<file path="config.mk">
export PLATFORM = sky130hd
export DESIGN_NAME = led_pattern_gen_flat
export DESIGN_NICKNAME = d
export VERILOG_FILES = /design/src/rtl/led_pattern_gen_pkg.sv /design/src/rtl/led_pattern_gen_if.sv /design/src/rtl/led_pattern_gen_channel.sv /design/src/rtl/led_pattern_gen.sv /design/src/flat_wrapper.sv
export SDC_FILE = /design/constraint.sdc
export NUM_CORES = 1
export LEC_CHECK = 0
export ABC_AREA = 1
export CAP_MARGIN = 20
export CORE_MARGIN = 3
export CORE_UTILIZATION = 50
export CTS_CLUSTER_DIAMETER = 60
export CTS_CLUSTER_SIZE = 30
export DETAILED_ROUTE_END_ITERATION = 10
export GPL_TIMING_DRIVEN = 0
export PLACE_DENSITY = 0.81
export SLEW_MARGIN = 20
export SYNTH_ARGS = -nofsm -noshare
export SYNTH_HDL_FRONTEND = slang
export SYNTH_SLANG_ARGS = --single-unit
</file>
<file path="constraint.sdc">
create_clock -name clk -period 2.15 [get_ports clk]
set_input_delay 0.43 -clock clk [delete_from_list [all_inputs] [get_ports clk]]
set_output_delay 0.43 -clock clk [all_outputs]
set_load 0.02 [all_outputs]
</file>
<file path="src/rtl/led_pattern_gen_pkg.sv">
// led_pat_pkg: mode encodings and width helpers shared by the LED pattern engine
package led_pat_pkg;
  localparam logic [2:0] MODE_OFF = 3'd0;
  localparam logic [2:0] MODE_ON = 3'd1;
  localparam logic [2:0] MODE_PWM = 3'd2;
  localparam logic [2:0] MODE_BLINK = 3'd3;
  localparam logic [2:0] MODE_BREATHE = 3'd4;
  function automatic int cnt_w(input int n);
    return (n <= 1) ? 1 : $clog2(n);
  endfunction
  function automatic int ch_w(input int n);
    return $clog2(n) + 1;
  endfunction
endpackage

</file>
<file path="src/rtl/led_pattern_gen_if.sv">
// led_pattern_gen_if: configuration write port plus LED, period and error outputs
interface led_pattern_gen_if import led_pat_pkg::*; #(
  parameter int NUM_CH = 10,
  parameter int PWM_BITS = 8
) ();
  logic cfg_we;
  logic [ch_w(NUM_CH)-1:0] cfg_ch;
  logic [2:0] cfg_mode;
  logic [PWM_BITS-1:0] cfg_val;
  logic cfg_err;
  logic period;
  logic [NUM_CH-1:0] led;
  modport master (output cfg_we, cfg_ch, cfg_mode, cfg_val, input cfg_err, period, led);
  modport slave (input cfg_we, cfg_ch, cfg_mode, cfg_val, output cfg_err, period, led);
endinterface

</file>
<file path="src/rtl/led_pattern_gen_channel.sv">
// led_channel: per-channel mode state, blink/breathe stepping and next LED value
module led_channel import led_pat_pkg::*; #(
  parameter int PWM_BITS = 8
) (
  input  logic clk,
  input  logic rst,
  input  logic we,
  input  logic [2:0] mode,
  input  logic [PWM_BITS-1:0] val,
  input  logic [PWM_BITS-1:0] pwm_cnt,
  input  logic pend,
  output logic led_nxt
);
  localparam logic [PWM_BITS-1:0] MAX = '1;
  logic [2:0] cur;
  logic [PWM_BITS-1:0] lim, bcnt, duty;
  logic phase, down;
  // a write restarts the channel dark and rising; it takes priority over the period step
  always_ff @(posedge clk) begin
    if (rst) begin
      cur <= MODE_OFF;
      lim <= '0;
      bcnt <= '0;
      phase <= 1'b0;
      duty <= '0;
      down <= 1'b0;
    end else if (we) begin
      cur <= mode;
      lim <= val;
      bcnt <= '0;
      phase <= 1'b0;
      duty <= '0;
      down <= 1'b0;
    end else if (pend) begin
      if (cur == MODE_BLINK) begin
        bcnt <= (bcnt == lim) ? '0 : bcnt + 1'b1;
        phase <= phase ^ (bcnt == lim);
      end
      if (cur == MODE_BREATHE) begin
        duty <= (down ? duty == '0 : duty != MAX) ? duty + 1'b1 : duty - 1'b1;
        down <= down ? duty != '0 : duty == MAX;
      end
    end
  end
  // undefined modes fall through to dark
  always_comb begin
    led_nxt = (cur == MODE_ON) ? 1'b1 :
              (cur == MODE_PWM) ? pwm_cnt < lim :
              (cur == MODE_BLINK) ? phase :
              (cur == MODE_BREATHE) ? pwm_cnt < duty : 1'b0;
  end
endmodule

</file>
<file path="src/rtl/led_pattern_gen.sv">
// led_pattern_gen: multi-channel OFF/ON/PWM/BLINK/BREATHE LED engine with runtime config
module led_pattern_gen import led_pat_pkg::*; #(
  parameter int NUM_CH = 10,
  parameter int PWM_BITS = 8,
  parameter int TICK_DIV = 390
) (
  input logic clk,
  input logic rst,
  led_pattern_gen_if.slave bus
);
  localparam int PW = cnt_w(TICK_DIV);
  localparam int CW = ch_w(NUM_CH);
  localparam logic [PWM_BITS-1:0] MAX = '1;
  logic [PW-1:0] pre;
  logic [PWM_BITS-1:0] pwm_cnt;
  logic tick, pend;
  logic [NUM_CH-1:0] led_nxt;
  assign tick = pre == PW'(TICK_DIV - 1);
  assign pend = tick && pwm_cnt == MAX;
  // timebase, error flag and registered LED drive
  always_ff @(posedge clk) begin
    if (rst) begin
      pre <= '0;
      pwm_cnt <= '0;
      bus.period <= 1'b0;
      bus.cfg_err <= 1'b0;
      bus.led <= '0;
    end else begin
      pre <= tick ? '0 : pre + 1'b1;
      pwm_cnt <= pwm_cnt + PWM_BITS'(tick);
      bus.period <= pend;
      bus.cfg_err <= bus.cfg_we && bus.cfg_ch >= CW'(NUM_CH);
      bus.led <= led_nxt;
    end
  end
  for (genvar i = 0; i < NUM_CH; i++) begin : g_ch
    led_channel #(.PWM_BITS(PWM_BITS)) u_ch (
      .clk(clk),
      .rst(rst),
      .we(bus.cfg_we && bus.cfg_ch == CW'(i)),
      .mode(bus.cfg_mode),
      .val(bus.cfg_val),
      .pwm_cnt(pwm_cnt),
      .pend(pend),
      .led_nxt(led_nxt[i])
    );
  end
endmodule
</file>
<file path="src/flat_wrapper.sv">
// flat-port wrapper written by rule: the top's interface ports become plain ports
module led_pattern_gen_flat import led_pat_pkg::*;
#(
  parameter int NUM_CH = 10,
  parameter int PWM_BITS = 8,
  parameter int TICK_DIV = 390
)
  (clk, rst, bus_cfg_we, bus_cfg_ch, bus_cfg_mode, bus_cfg_val, bus_cfg_err, bus_period, bus_led);
  led_pattern_gen_if #(.NUM_CH(NUM_CH), .PWM_BITS(PWM_BITS)) bus_i ();
  input logic clk;
  input logic rst;
  input wire logic [$bits(bus_i.cfg_we)-1:0] bus_cfg_we;
  input wire logic [$bits(bus_i.cfg_ch)-1:0] bus_cfg_ch;
  input wire logic [$bits(bus_i.cfg_mode)-1:0] bus_cfg_mode;
  input wire logic [$bits(bus_i.cfg_val)-1:0] bus_cfg_val;
  output wire logic [$bits(bus_i.cfg_err)-1:0] bus_cfg_err;
  output wire logic [$bits(bus_i.period)-1:0] bus_period;
  output wire logic [$bits(bus_i.led)-1:0] bus_led;
  assign bus_i.cfg_we = bus_cfg_we;
  assign bus_i.cfg_ch = bus_cfg_ch;
  assign bus_i.cfg_mode = bus_cfg_mode;
  assign bus_i.cfg_val = bus_cfg_val;
  assign bus_cfg_err = bus_i.cfg_err;
  assign bus_period = bus_i.period;
  assign bus_led = bus_i.led;
  led_pattern_gen #(.NUM_CH(NUM_CH), .PWM_BITS(PWM_BITS), .TICK_DIV(TICK_DIV)) u_core (.clk(clk), .rst(rst), .bus(bus_i));
endmodule
</file>
=== Word-level counts from Yosys, hierarchy flattened ===
Cells that the tools add are included.

* Register bits: 319
* Input port bits: 19
* Output and inout bits: 12

* Add/sub/neg operators: 32
* Order comparisons: 21
* Equal/unequal tests: 81
* Mux-type cells: 80
* Bitwise logic cells: 10
* Reduce and logical (&&, ||, !) cells: 64

{| class="wikitable"
|+ Operators by type and width
! operator !! number
|-
| $add 8x1->8 const B || 20
|-
| $lt 8x8->1 || 20
|-
| $mux 8 || 20
|-
| $eq 8x8->1 const B || 11
|-
| $eq 8x8->1 || 10
|-
| $logic_not 8->1 || 10
|-
| $ne 8x8->1 const B || 10
|-
| $reduce_bool 8->1 || 10
|-
| $sub 8x1->8 const B || 10
|-
| $eq 3x2->1 const B || 20
|-
| $mux 1 || 60
|-
| $reduce_and 2->1 || 20
|-
| $eq 3x1->1 const B || 10
|-
| $eq 3x3->1 const B || 10
|-
| $reduce_or 2->1 || 11
|-
| $eq 5x3->1 const B || 4
|-
| $logic_and 1x1->1 || 12
|-
| $eq 5x2->1 const B || 2
|-
| $eq 5x4->1 const B || 2
|-
| $xor 1x1->1 || 10
|-
| $add 9x1->9 const B || 1
|-
| $eq 9x9->1 const B || 1
|-
| $add 8x1->8 || 1
|-
| $eq 5x1->1 const B || 1
|-
| 2 further kinds || 2
|}

=== Logic depth before layout (Yosys ltp) ===
* Depth after elaboration: 5
* Depth in mapped cells: 20

=== Hierarchy ===
A second synthesis with hierarchy kept.

* Cell total of the unflattened synthesis: 3085
* Area total of the unflattened synthesis: 21312.9 µm²

{| class="wikitable"
|+ Modules (own cells, without submodules)
! module !! times used !! cells an instance !! area an instance (µm²) !! seq. area each (µm²)
|-
| led_channel || 10 || 291 || 2008.2 || 580.6
|-
| led_pattern_gen || 1 || 175 || 1231.2 || 580.6
|}

=== Least setup slack after synthesis ===
Ideal clock, no wire load.

* Path type: register to register
* Start: reg u_core.pwm_cnt[4]
* End: reg u_core.g_ch[5].u_ch.bcnt[4]
* Library setup time: 0.123 ns
* Data arrival time: 1.986 ns
* Data required time: 2.027 ns
* Setup slack: 0.041 ns
* Stages on the path, launching flop included: 13
* Path buffers: 1
* Period minus slack after synthesis: 2.109 ns
* Cell sequence: dfxtp_1 > nand2_1 > inv_1 > nand4_1 > nor2_4 > inv_2 > buf_6 > nor2_8 > inv_2 > nor3_2 > nand2_1 > nor2_1 > nor3_1

* Cells in the longest elaborated chain, start to end: 3

{| class="wikitable"
|+ Ends and longest elaborated chain
! item !! line !! source
|-
| start, declared || led_pattern_gen.sv:15 || <nowiki>logic [PWM_BITS-1:0] pwm_cnt;</nowiki>
|-
| start signal, assigned || led_pattern_gen.sv:30 || <nowiki>pwm_cnt <= pwm_cnt + PWM_BITS'(tick);</nowiki>
|-
| $eq 8x8->1 || led_pattern_gen.sv:19 || <nowiki>assign pend = tick && pwm_cnt == MAX;</nowiki>
|-
| $logic_and 1x1->1 || led_pattern_gen.sv:19 ||
|-
| $reduce_and 2->1 (no source line) || - ||
|-
| end signal, assigned || led_pattern_gen_channel.sv:36 || <nowiki>bcnt <= (bcnt == lim) ? '0 : bcnt + 1'b1;</nowiki>
|-
| end, declared || led_pattern_gen_channel.sv:16 || <nowiki>logic [PWM_BITS-1:0] lim, bcnt, duty;</nowiki>
|}

No other way between the ends.
A chain may end at the register's enable or synchronous reset.

==> impl_metrics.toml <==
[hold_path]
hold_depth = 3
hp-class = "input pin to register"

[setup_path]
cp_max_fo = 10
critPathMaxStageDelay_ps = 440
crit_top_cell = "clkbuf_1"
worstPathRequired_ps = 2650
crit_family = "buffers and inverters"
start_kind = "input pin"
cpMaxStageDelayCell = "clkbuf_1"
worstSetupPathType = "input pin to register"
path_cells = "clkbuf_1 > inv_2 > buf_2 > clkbuf_1 > clkbuf_1 > o21ai_0 > a21oi_1"
end_kind = "register"
path_depth = 7
critical_path_arrival_ps = 2690
path_buf_inv = 5
rr_worst_depth = 12

[logic_synthesis]
synth_warnings = 0
async_reset_ff_share_pct = 0
syn_avg_cell_area_um2 = 6.707
yosysTopAreaCellShare_pct = 31.07
synthFlopType = "dfxtp_1"
yosysSeqAreaShare_pct = 31.07
yosysUniqueCellTypes = 49
ys_ff_latch = 319
yosysTopAreaCell = "dfxtp_1"
synth_enable_flop_cells = 0
syn_inst = 3065
synth_area_leaders = "dfxtp_1, nand2_1, ha_1"
synth_nets = 3250
mappedNetlistArea_um2 = 20560

[global_routing]
grt_max_degree = 22
grt_pass1_vias = 18857
grt_first_pass_wirelength_mm = 91.16
grt-ovfl-total = 0
gr-usage-all-layers_pct = 24.79
antenna_found_initial = 1

[route]
firstDrtPassIters = 7
avgViaCountPerCell = 5.640
ant_nets = 0
drc = 0
drtIter0Drc = 2636
routed_wl_mm = 60.67
wl_per_cell_um = 16.11
vias = 21240

[clocking]
cts_buffers = 28
cts_sinks = 319
cts_root_buf = "clkbuf_16"
holdBufCountCts = 0
cts_buffer_depth = 3
cts_max_level = 1
cts.clk_slew.worst_paths_ps = 70
cts_tree = "yes"
clk_latency_ps = 590

[placement]
pre_cts_ws_ps = -830.7
hpwl_mm = 38.78
dp_cells = 3613
place_congestion = 0.9167
io_buffers = 18
place_area_um2 = 21520

[cells_and_area]
multi_input_area_um2 = 12700
drive_above_1_share_pct = 14.50
final_area_um2 = 24400
fin_nets = 3404
layout-area-overhead-vs-synth_pct = 18.69
stdcell_count = 3766
nFillCells = 3464
diodes = 0
seq_area_um2 = 6516
layout_common_cells = "nand2_1, inv_1, a21oi_1, dfxtp_1, o21ai_0"
final_common_cell = "nand2_1"

[die]
die_w_um = 208.8
fp-row-count = 73
core_um2 = 40190
start_util_pct = 51.15
die_h_um = 208.8
dieArea_um2 = 43580
ios = 31

[run_status]
status = "finished, violations left"
failed_checks = "negative setup slack"

[sta]
slew_violations = 0
grt_setup_unrepaired = "yes"
max_freq_mhz = 456.0
post-route-min-period_ps = 2193
tightest_slew_ps = 1064
slew-limit-headroom_pct = 29.09
fin_setup_tns_ps = -160.7
finalWorstSetupSlack_ps = -42.75
worst_clock_skew_ps = 23.09
setup_viol = 12
fin_crit_sh_pct = 102.0
hold_ws_ps = 406.9
hold_viol = 0

[power_and_ir_drop]
leakage_uw = 0.01040
max-vdd-ir-drop_mv = 0.5431
powerDensity_nw_per_um2 = 491.7

[flow_run]
cap_violations = 0
==> cell type report <==
| cell class | count | area share [%] |
|---|---|---|
| clock inverter | 19 | 0.9283 |
| tap | 525 | 2.692 |
| clock buffer | 33 | 3.159 |
| timing repair buffer | 125 | 4.980 |
| sequential | 319 | 26.71 |
| inverter | 502 | 7.944 |
| multi-input combinational | 2181 | 52.07 |
| buffer | 62 | 1.513 |
==> Yosys cell counts (2+ instances only) <==
| cell type | n |
|---|---|
| buf_2 | 3 |
| clkbuf_1 | 38 |
| inv_1 | 487 |
| dfxtp_1 | 319 |
| nand3_1 | 203 |
| o41ai_1 | 7 |
| xnor2_1 | 20 |
| nand2_4 | 2 |
| o21ai_1 | 6 |
| xor2_1 | 67 |
| a31oi_1 | 9 |
| nand4_1 | 26 |
| buf_4 | 3 |
| and3b_1 | 4 |
| o211ai_1 | 2 |
| nor4_1 | 8 |
| nor2_2 | 7 |
| o31ai_1 | 12 |
| nor2_4 | 6 |
| o2111ai_1 | 3 |
| nand2_2 | 13 |
| nand3b_1 | 8 |
| o21bai_1 | 6 |
| nor3_1 | 93 |
| nand2_1 | 607 |
| o21ai_0 | 249 |
| clkbuf_2 | 2 |
| ha_1 | 166 |
| a211oi_1 | 20 |
| o21a_1 | 2 |
| nor3_2 | 9 |
| nand3_2 | 3 |
| buf_6 | 5 |
| o32ai_1 | 5 |
| buf_1 | 12 |
| o22ai_1 | 6 |
| or2_2 | 5 |
| nor3_4 | 2 |
| nor2_8 | 2 |
| a31o_2 | 6 |
| a21oi_1 | 344 |
| nor2_1 | 223 |
| inv_2 | 14 |
| nor3b_1 | 26 |
==> worst min-delay path, delay by kind of cell <==
family	cells	cell delay, ps
buffers and inverters	1	410
AOI/OAI and AO/OA	1	40
and+or+nand+nor	1	70
==> registers in the layout, summed over array words and instances (netlist names) <==
| register | count |
|---|---|
| u_core.g_ch.u_ch.down | 10 |
| u_core.g_ch.u_ch.duty | 80 |
| u_core.pwm_cnt | 8 |
| u_core.g_ch.u_ch.cur | 30 |
| u_core.g_ch.u_ch.phase | 10 |
| u_core.bus.period | 1 |
| u_core.bus.cfg_err | 1 |
| u_core.pre | 9 |
| u_core.g_ch.u_ch.bcnt | 80 |
| u_core.bus.led | 10 |
| u_core.g_ch.u_ch.lim | 80 |
==> through the flow <==
stage                     total power [uW]  util, %
final                                12000    60.71
after global routing                 12310    60.71
after CTS                            12020    56.64
after detailed placement              6550    53.54
after global placement                6544    53.23
after floorplan                       6377        -
==> per-layer routing <==
layer	part of all wire [%]	GRT usage [%]	up-vias
met5	0.020	0	-
met4	4.6	9.838	2
met3	9.6	5.104	235
met2	45	39.25	942
met1	41	33.20	9641
li1	-	-	10420
==> final timing paths <==
kind	from	end	slack [ps]
setup reg to reg	u_core.pwm_cnt[4]$_SDFF_PP0_	u_core.g_ch[7].u_ch.bcnt[4]$_SDFFE_PP0P_	-10
hold / removal	bus_cfg_we	u_core.bus.cfg_err$_SDFF_PP0_	410
hold reg to reg	u_core.pre[0]$_SDFF_PP0_	u_core.pre[0]$_SDFF_PP0_	430
setup / recovery	rst	u_core.g_ch[1].u_ch.lim[6]$_SDFFE_PP0P_	-40
==> repair_timing <==
action	4_1_cts	5_1_grt
endpoints found under the setup margin	199	162
gates resized for setup	65	303
cloned	0	3
buffers inserted	11	88
pin swaps	9	57
endpoints found under the hold margin	0	0
==> power by group <==
| group | switching [uW] | internal, uW | total (uW) |
|---|---|---|---|
| Clock | 2640 | 2910 | 5550 |
| Combinational | 378 | 136 | 514 |
| Sequential | 21.0 | 5910 | 5930 |
==> cells by family (layout without fill, tap and decap cells) <==
| kind of cell | count (synthesis) | after routing | synth area share (%) |
|---|---|---|---|
| xor gates and xnor gates | 87 | 87 | 3.707 |
| AOI/OAI and AO/OA | 677 | 677 | 17.47 |
| buffers and inverters | 565 | 741 | 10.58 |
| DFF | 319 | 319 | 31.07 |
| and+or+nand+nor | 1251 | 1251 | 27.07 |
| adders and majority gates | 166 | 166 | 10.10 |
Note: power is estimated with default switching activity, not from simulation.
